==> config.mk <==
export PLATFORM = sky130hd
export DESIGN_NAME = router_reg
export DESIGN_NICKNAME = d
export VERILOG_FILES = /design/src/rtl/router_pkg.sv /design/src/rtl/router_parity_chk.sv /design/src/rtl/router_reg.sv
export SDC_FILE = /design/constraint.sdc
export NUM_CORES = 1
export LEC_CHECK = 0
export ABC_AREA = 1
export CAP_MARGIN = 20
export CORE_ASPECT_RATIO = 1.25
export CORE_MARGIN = 1
export CORE_UTILIZATION = 53
export CTS_CLUSTER_SIZE = 14
export DETAILED_ROUTE_END_ITERATION = 7
export GPL_TIMING_DRIVEN = 0
export PLACE_DENSITY_LB_ADDON = 0.2
export SYNTH_ARGS = -nofsm -noshare
export SYNTH_HDL_FRONTEND = slang
export SYNTH_SLANG_ARGS = --single-unit
==> constraint.sdc <==
create_clock -name clock -period 1.3 [get_ports clock]
set_clock_uncertainty 0.15 [all_clocks]
set_input_delay 0.195 -clock clock [delete_from_list [all_inputs] [get_ports clock]]
set_output_delay 0.195 -clock clock [all_outputs]
set_load 0.005 [all_outputs]
==> src/rtl/router_pkg.sv <==
// Shared types and constants for the 1x3 packet router.
package router_pkg;

  localparam int unsigned ROUTER_DW = 8;
  localparam int unsigned ADDR_W    = 2;
  localparam int unsigned LEN_W     = ROUTER_DW - ADDR_W;

  // Address 3 has no FIFO behind it; such headers are never latched.
  localparam logic [ADDR_W-1:0] ADDR_INVALID = 2'b11;

  // Controller states; router_fsm decodes these into the one-hot strobes.
  typedef enum logic [2:0] {
    DECODE_ADDRESS     = 3'd0,
    LOAD_FIRST_DATA    = 3'd1,
    LOAD_DATA          = 3'd2,
    WAIT_TILL_EMPTY    = 3'd3,
    FIFO_FULL_STATE    = 3'd4,
    LOAD_AFTER_FULL    = 3'd5,
    LOAD_PARITY        = 3'd6,
    CHECK_PARITY_ERROR = 3'd7
  } router_state_e;

  // Header byte layout: payload length in the upper bits, destination in the low bits.
  typedef struct packed {
    logic [LEN_W-1:0]  len;
    logic [ADDR_W-1:0] addr;
  } router_hdr_t;

  // True when the header targets one of the three real FIFOs.
  function automatic logic addr_is_valid(input router_hdr_t hdr);
    return hdr.addr != ADDR_INVALID;
  endfunction

endpackage

==> src/rtl/router_parity_chk.sv <==
// Running packet parity, received parity capture, completion and error flags.
module router_parity_chk
  import router_pkg::*;
#(
  parameter int unsigned DW = ROUTER_DW
) (
  input  logic          clock,
  input  logic          resetn,
  input  logic          detect_add,
  input  logic          lfd_state,
  input  logic          ld_state,
  input  logic          laf_state,
  input  logic          pkt_valid,
  input  logic          fifo_full,
  input  logic          low_pkt_valid,
  input  logic [DW-1:0] data_in,
  input  logic [DW-1:0] header_byte,
  output logic          parity_done,
  output logic          err
);

  logic [DW-1:0] int_parity_q, int_parity_d;
  logic [DW-1:0] pkt_parity_q, pkt_parity_d;
  logic          parity_done_q, parity_done_d;
  logic          err_q, err_d;

  // Parity byte is forwarded directly, or released from the hold register after a full stall.
  logic          parity_fwd_c;
  logic          parity_late_c;

  assign parity_fwd_c  = ld_state && !pkt_valid && !fifo_full;
  assign parity_late_c = laf_state && low_pkt_valid && !parity_done_q;

  // Accumulate header and payload; each payload byte counts once, on its LOAD_DATA cycle.
  always_comb begin
    int_parity_d = int_parity_q;
    if (detect_add) begin
      int_parity_d = '0;
    end else if (lfd_state) begin
      int_parity_d = int_parity_q ^ header_byte;
    end else if (ld_state && pkt_valid) begin
      int_parity_d = int_parity_q ^ data_in;
    end
  end

  // Capture the trailing parity byte sent by the source.
  always_comb begin
    pkt_parity_d = pkt_parity_q;
    if (ld_state && !pkt_valid) begin
      pkt_parity_d = data_in;
    end
  end

  // Completion flag; cleared at the start of each packet.
  always_comb begin
    parity_done_d = parity_done_q;
    if (detect_add) begin
      parity_done_d = 1'b0;
    end else if (parity_fwd_c || parity_late_c) begin
      parity_done_d = 1'b1;
    end
  end

  // Compare once both parities are settled; holds until the next packet.
  always_comb begin
    err_d = err_q;
    if (detect_add) begin
      err_d = 1'b0;
    end else if (parity_done_q) begin
      err_d = int_parity_q != pkt_parity_q;
    end
  end

  // State registers with synchronous active-low reset.
  always_ff @(posedge clock) begin
    if (!resetn) begin
      int_parity_q  <= '0;
      pkt_parity_q  <= '0;
      parity_done_q <= 1'b0;
      err_q         <= 1'b0;
    end else begin
      int_parity_q  <= int_parity_d;
      pkt_parity_q  <= pkt_parity_d;
      parity_done_q <= parity_done_d;
      err_q         <= err_d;
    end
  end

  assign parity_done = parity_done_q;
  assign err         = err_q;

endmodule

==> src/rtl/router_reg.sv <==
// Router input register: header latch, registered byte bus to the FIFOs, full-stall hold byte.
module router_reg
  import router_pkg::*;
#(
  parameter int unsigned DATA_W = ROUTER_DW
) (
  input  logic              clock,
  input  logic              resetn,
  input  logic              pkt_valid,
  input  logic [DATA_W-1:0] data_in,
  input  logic              fifo_full,
  input  logic              detect_add,
  input  logic              lfd_state,
  input  logic              ld_state,
  input  logic              full_state,
  input  logic              laf_state,
  input  logic              rst_int_reg,
  output logic [DATA_W-1:0] dout,
  output logic              parity_done,
  output logic              low_pkt_valid,
  output logic              err
);

  logic [DATA_W-1:0] header_byte_q, header_byte_d;
  logic [DATA_W-1:0] hold_byte_q, hold_byte_d;
  logic [DATA_W-1:0] dout_q, dout_d;
  logic              low_pkt_valid_q, low_pkt_valid_d;

  // The source is stalled upstream while the FIFO is full, so nothing here moves then.
  logic              upd_en_c;
  router_hdr_t       hdr_in_c;

  assign upd_en_c = !full_state;
  assign hdr_in_c = router_hdr_t'(data_in);

  // Latch the header only when it addresses a real FIFO.
  always_comb begin
    header_byte_d = header_byte_q;
    if (upd_en_c && detect_add && pkt_valid && addr_is_valid(hdr_in_c)) begin
      header_byte_d = data_in;
    end
  end

  // Byte bus: header first, then live payload, then the byte parked during a full stall.
  always_comb begin
    dout_d = dout_q;
    if (upd_en_c) begin
      if (lfd_state) begin
        dout_d = header_byte_q;
      end else if (ld_state && !fifo_full) begin
        dout_d = data_in;
      end else if (laf_state) begin
        dout_d = hold_byte_q;
      end
    end
  end

  // Park the byte that arrived while the addressed FIFO was full.
  always_comb begin
    hold_byte_d = hold_byte_q;
    if (upd_en_c && ld_state && fifo_full) begin
      hold_byte_d = data_in;
    end
  end

  // Remember that the parity byte has been seen, until the parity check state clears it.
  always_comb begin
    low_pkt_valid_d = low_pkt_valid_q;
    if (upd_en_c) begin
      if (rst_int_reg) begin
        low_pkt_valid_d = 1'b0;
      end else if (ld_state && !pkt_valid) begin
        low_pkt_valid_d = 1'b1;
      end
    end
  end

  // Data path registers with synchronous active-low reset.
  always_ff @(posedge clock) begin
    if (!resetn) begin
      header_byte_q   <= '0;
      hold_byte_q     <= '0;
      dout_q          <= '0;
      low_pkt_valid_q <= 1'b0;
    end else begin
      header_byte_q   <= header_byte_d;
      hold_byte_q     <= hold_byte_d;
      dout_q          <= dout_d;
      low_pkt_valid_q <= low_pkt_valid_d;
    end
  end

  router_parity_chk #(
    .DW (DATA_W)
  ) u_parity_chk (
    .clock         (clock),
    .resetn        (resetn),
    .detect_add    (detect_add),
    .lfd_state     (lfd_state),
    .ld_state      (ld_state),
    .laf_state     (laf_state),
    .pkt_valid     (pkt_valid),
    .fifo_full     (fifo_full),
    .low_pkt_valid (low_pkt_valid_q),
    .data_in       (data_in),
    .header_byte   (header_byte_q),
    .parity_done   (parity_done),
    .err           (err)
  );

  assign dout          = dout_q;
  assign low_pkt_valid = low_pkt_valid_q;

endmodule

==> out/metrics.cfg, run 1 <==
[cells_and_area]
fin_cells=360
n_antenna_cell=0
area_growth_pct=25.2
seq_area_um2=868
finalInstanceArea_um2=2500
drive_above_1_share_pct=14.3
multi_input_area_um2=935
fillCellCount=300
nNetsFinal=338

[sta]
fmax_ghz=0.806
hold_viol=0
slew_violations=0
rsz0062_at_grt=false
timing.final.crit_share_pct=95.4
worst_pin_slew_ns=0.289
finalCriticalPeriod_ns=1.24
fin_ws_ns=0.0597
setup_viol=0
maxSlewHeadroom_pct=80.7

[clock_network]
ctsHoldBuffers=0
cts_root_buf=clkbuf_8
clkTransAtPathRegs_ns=0.09
numClockSinks=43
numCtsBuffers=5
ctsLongestPathBuffers=2
clk_latency_ns=0.31
tritoncts=built
cts.htree.levels=2

[pwr]
switching_share_pct=28.3
power_density_nw_per_um2=1090
p_sw_w=0.000769
power.share.sequential_pct=52.1
combPwrFrac_pct=15.6
pwr-share-clk_pct=32.3
ir_worst_vdd_mv=0.779
total_leakage_power_nw=1.22
power_w=0.00272
p_int_w=0.00195

[setup_path]
critical_path_class=reg2out
cp.arrival_ns=0.90
reg2reg_from=u_parity_chk.int_parity_q[7]
cp_slowest_cell=dfxtp_2
end_kind=output port
r2r_end=u_parity_chk.err
critPathMaxStageDelay_ns=0.34
crit_buf_inv=1
rrSetupSlack_ns=0.20
r2r_cells=7
cp_max_fo=4
cp.required_ns=0.95
crit_family=flip-flops
crit_chain=dlygate4sd2_1
cp-start-kind=flip-flop

[placed_design]
dp.cells=345
io_buffer_count=27
dp_slack_ns=-0.432
place_area_um2=2320
place_congestion=0.838
dp_hpwl_mm=3.35

[floorplan]
core-area_um2=3540
io_pins=29
rows=24
initial_core_util_pct=56.4
dieArea_um2=4020
die_h_um=70.7
die_w_um=56.9

[logic_synthesis]
syn_inst=279
yosysUniqueCellTypes=24
ys_warn_count=0
syn-num-nets=297
avgSynthCellArea_um2=7.16
ys_ff_latch=43
ys_seq_area_share_pct=43.1
syn_area_um2=2000

[routing]
via_per_inst=5.16
avgRoutedWirePerCell_um=12.9
dr.pass1.iters=6
drtIter0Drc=98
drc=4
antenna_left=0
vias=1856
drt-total-wl_mm=4.66

[global_route]
grt_max_degree=16
antenna_found_initial=0
gr-total-overflow=0
grt_pass1_wl_mm=7.66
grt_pass1_vias=1705
grtUsageTotal_pct=25.0

[flow_run]
max-cap-violations=0

[status]
violations=design-rule violations
status=complete, but fails checks

[min_path]
hold_depth=3
hold_class=in2reg
hp-start=resetn
min_to=u_parity_chk.pkt_parity_q[0]

[final cells by class]
| type | instances | area share [%] |
|---|---|---|
| Clock inverter | 3 | 0.950 |
| Tap cell | 39 | 1.95 |
| Inverter | 42 | 6.50 |
| Buffer | 9 | 3.15 |
| Clock buffer | 5 | 2.75 |
| Multi-Input combinational cell | 185 | 37.3 |
| Sequential cell | 43 | 34.7 |
| Timing Repair Buffer | 34 | 12.7 |
[power groups by stage]
stage / clock (W) / combinational, W / sequential, W
after floorplan: 0 / 0.000236 / 0.00144
after global placement: 0 / 0.000409 / 0.00144
after detailed placement: 0 / 0.000413 / 0.00145
after CTS: 0.000893 / 0.000407 / 0.00142
after global routing: 0.000948 / 0.000476 / 0.00143
final: 0.000879 / 0.000425 / 0.00142
[synth_stat cells]
library cell,number,area (um^2)
nand2_1,52,195
dfxtp_1,43,861
nor2_1,41,154
inv_1,36,135
o21ai_0,34,170
a21oi_1,29,145
a31oi_1,8,50.1
o211ai_1,8,60.1
inv_2,5,18.8
buf_6,3,33.8
clkbuf_1,3,11.3
buf_4,2,15.0
nand3_1,2,10.0
nor2_2,2,12.5
xnor2_1,2,17.5
a21boi_0,1,7.51
a21boi_1,1,7.51
a21oi_4,1,16.3
buf_8,1,15.0
inv_6,1,8.76
nand2_4,1,11.3
nand3_2,1,10.0
nand4_2,1,12.5
nor2_8,1,20.0
[state kept, by name, indices dropped and copies added (netlist names)]
name / cells
u_parity_chk.pkt_parity_q: 8
hold_byte_q: 8
low_pkt_valid: 1
u_parity_chk.parity_done: 1
u_parity_chk.err: 1
u_parity_chk.int_parity_q: 8
dout: 8
header_byte_q: 8
[placed cells by master (no fill, tap or decap), types with 3 or more instances in the layout]
| master | instances |
|---|---|
| a21oi_1 | 29 |
| a31oi_1 | 7 |
| buf_4 | 9 |
| buf_6 | 3 |
| clkbuf_2 | 3 |
| clkbuf_8 | 5 |
| clkdlybuf4s50_1 | 7 |
| dfxtp_1 | 37 |
| dfxtp_2 | 6 |
| dlygate4sd2_1 | 15 |
| dlymetal6s2s_1 | 5 |
| inv_1 | 35 |
| inv_2 | 6 |
| nand2_1 | 51 |
| nor2_1 | 41 |
| o211ai_1 | 8 |
| o21ai_0 | 32 |
[worst max-delay path by stage]
stage	startpoint	to	slack, ns	cells after the start
3_5_place_dp	full_state	hold_byte_q[6]	-0.43	6
5_1_grt	dout[2]	dout[2]	0.03	1
2_1_floorplan	lfd_state	u_parity_chk.int_parity_q[6]	0.21	7
6_report	u_parity_chk.parity_done	parity_done	0.06	1
4_1_cts	fifo_full	dout[5]	0.003	6
3_3_place_gp	ld_state	dout[3]	-0.42	6
[cells by family after synthesis]
| family | synth area share [%] |
|---|---|
| AOI/OAI and AO/OA | 22.9 |
| xor gates and xnor gates | 0.877 |
| buffers and inverters | 11.9 |
| DFF | 43.1 |
| and+or+nand+nor | 21.3 |
[per-layer routing]
layer  wire, um  global-route usage (%)  up-vias
met2       2170                    40.1       52
li1           -                       -      983
met5          0                       0        -
met3        224                    3.84       12
met4        118                    14.4        0
met1       2150                    31.6      809
[what timing repair did]
action                                  in CTS  in global routing
endpoints found under the setup margin      39                 24
cloned                                       0                  0
pin swaps                                    0                  2
buffers inserted                             2                  5
resized for setup                           27                 11
[metrics by stage]
stage / util (%) / TNS, ns / hold slack [ns]
2_1_floorplan: - / 0 / 0.139
3_3_place_gp: 65.4 / -15.28 / 0.290
3_5_place_dp: 65.4 / -15.17 / 0.297
4_1_cts: 68.7 / 0 / 0.194
5_1_grt: 70.6 / 0 / 0.126
6_report: 70.6 / 0 / 0.105
(Power assumes the default switching activity.)
==> run 2: changes to the inputs <==
Settings changed: SLEW_MARGIN set to 10.
==> results of run 2 <==
The final DEF is identical to that of run 1; final timing and power are the same.
==> run 3: changes to the inputs <==
Settings changed: ABC_CLOCK_PERIOD_IN_PS set to 1300, TNS_END_PERCENT set to 10.
==> out/metrics.cfg, run 3 (synthesized netlist as in run 1, its figures left out) <==
[cells_and_area]
area_growth_pct=21.7
fillCellCount=318
fin_cells=354
n_antenna_cell=0
finish.utilization_pct=68.6
nNetsFinal=332
mostFrequentLayoutCell=nand2_1
drive_above_1_share_pct=12.4
final_cell_mix=51 x nand2_1, 41 x nor2_1, 37 x dfxtp_1, 35 x inv_1, 34 x o21ai_0

[clock_network]
tritoncts=built
ctsHoldBuffers=0
clkTransAtPathRegs_ns=0.08
clk_latency_ns=0.31
cts_root_buf=clkbuf_8
numClockSinks=43
numCtsBuffers=5
cts.htree.levels=2
ctsLongestPathBuffers=2

[sta]
maxSlewHeadroom_pct=82.4
rsz0062_at_grt=true
whs_ns=0.203
fmax_ghz=0.768
slew_violations=0
finalCriticalPeriod_ns=1.30
hold_viol=0
fin_ws_ns=-0.00283
setup_viol=4
worst_pin_slew_ns=0.263
timing.final.crit_share_pct=100

[floorplan]
die_h_um=70.7
rows=24
core-area_um2=3540
die_w_um=56.9
io_pins=29
initial_core_util_pct=56.4
dieArea_um2=4020

[routing]
vias=1824
drtIter0Drc=138
drc=4
dr.pass1.iters=7
antenna_left=0
drt-total-wl_mm=4.58
avgRoutedWirePerCell_um=12.9
via_per_inst=5.15

[pwr]
pwr-share-clk_pct=32.5
combPwrFrac_pct=15.1
ir_worst_vdd_mv=0.777
p_int_w=0.00194
p_sw_w=0.000760
power_w=0.00270
power.share.sequential_pct=52.5
total_leakage_power_nw=1.16
power_density_nw_per_um2=1110
switching_share_pct=28.2

[flow_run]
max-cap-violations=0

[setup_path]
cp.required_ns=1.39
cp-start-kind=input pin
cp.arrival_ns=1.39
rrSetupSlack_ns=0.20
end_kind=flip-flop
critical_path_class=in2reg
cp_max_fo=9

[placed_design]
dp_hpwl_mm=3.35
io_buffer_count=27
dp.cells=345
place_congestion=0.838

[global_route]
grt_pass1_vias=1702
grtUsageTotal_pct=24.9
grt_pass1_wl_mm=7.65
antenna_found_initial=0
grt_max_degree=16
gr-total-overflow=0

[status]
status=complete, but fails checks
violations=design-rule violations, negative setup slack

[min_path]
hold_class=in2reg

[run 3: changes by cell type in the layout (fill, tap and decap cells not counted)]
cell             previous run  this run
a31oi_2                     1         0
buf_4                       9         3
nand3_2                     0         1
clkbuf_2                    3         2
buf_2                       0         1
a31oi_1                     7         8
dlymetal6s2s_1              5         2
clkdlybuf4s50_1             7        10
nand3_4                     1         0
nand2_2                     0         1
nand2_4                     2         1
o21ai_1                     2         0
o21ai_0                    32        34
[run 3: power groups by stage]
| stage | registers, W | clock network [W] | logic [W] |
|---|---|---|---|
| final | 0.00142 | 0.000877 | 0.000407 |
| after floorplan | 0.00144 | 0 | 0.000236 |
| after global routing | 0.00143 | 0.000948 | 0.000456 |
| after detailed placement | 0.00145 | 0 | 0.000413 |
| after global placement | 0.00144 | 0 | 0.000409 |
| after CTS | 0.00142 | 0.000893 | 0.000405 |
[run 3: final timing paths]
kind | depth (start not counted) | from | end
min reg2reg | 2 | hold_byte_q[4] | hold_byte_q[4]
min | 5 | lfd_state | dout[1]
max | 6 | fifo_full | dout[6]
max reg2reg | 7 | u_parity_chk.int_parity_q[7] | u_parity_chk.err
[run 3: worst max-delay path: stages]
cell and delay [ns]:
clkdlybuf4s50_1 0.45, inv_2 0.10, nand2_4 0.11, a21oi_4 0.29
o21ai_0 0.12, a21oi_1 0.13
[run 3: layer usage]
layer	up-vias	global-route usage, %	wire length [um]
li1	964	-	-
met1	799	31.6	2110
met2	55	40.0	2140
met3	6	3.84	257
met4	0	14.4	72
met5	-	0	0
[run 3: cell type report]
cell class	instances	area (um^2)	share of cell area, %
plain buffers	9	78.8	3.24
clock buffers	5	68.8	2.83
clock inverters	3	23.8	0.978
inverters	42	163	6.69
multi-input cells	185	916	37.7
flip-flops and latches	43	868	35.7
well taps	39	48.8	2.01
repair buffers	28	264	10.9
[run 3: per-stage QoR]
| stage | worst slack [ns] | TNS [ns] | cell area, um^2 |
|---|---|---|---|
| 2_1_floorplan | 0.205 | 0 | 2000 |
| 3_3_place_gp | -0.422 | -15.28 | 2320 |
| 3_5_place_dp | -0.432 | -15.17 | 2320 |
| 4_1_cts | -0.0362 | -0.0474 | 2420 |
| 5_1_grt | -0.111 | -0.752 | 2430 |
| 6_report | -0.00283 | -0.00603 | 2430 |
[run 3: what timing repair did]
action	in CTS	in global routing
gates resized for setup	26	6
pin swaps	0	1
endpoints found under the setup margin	39	29
setup buffers	1	0
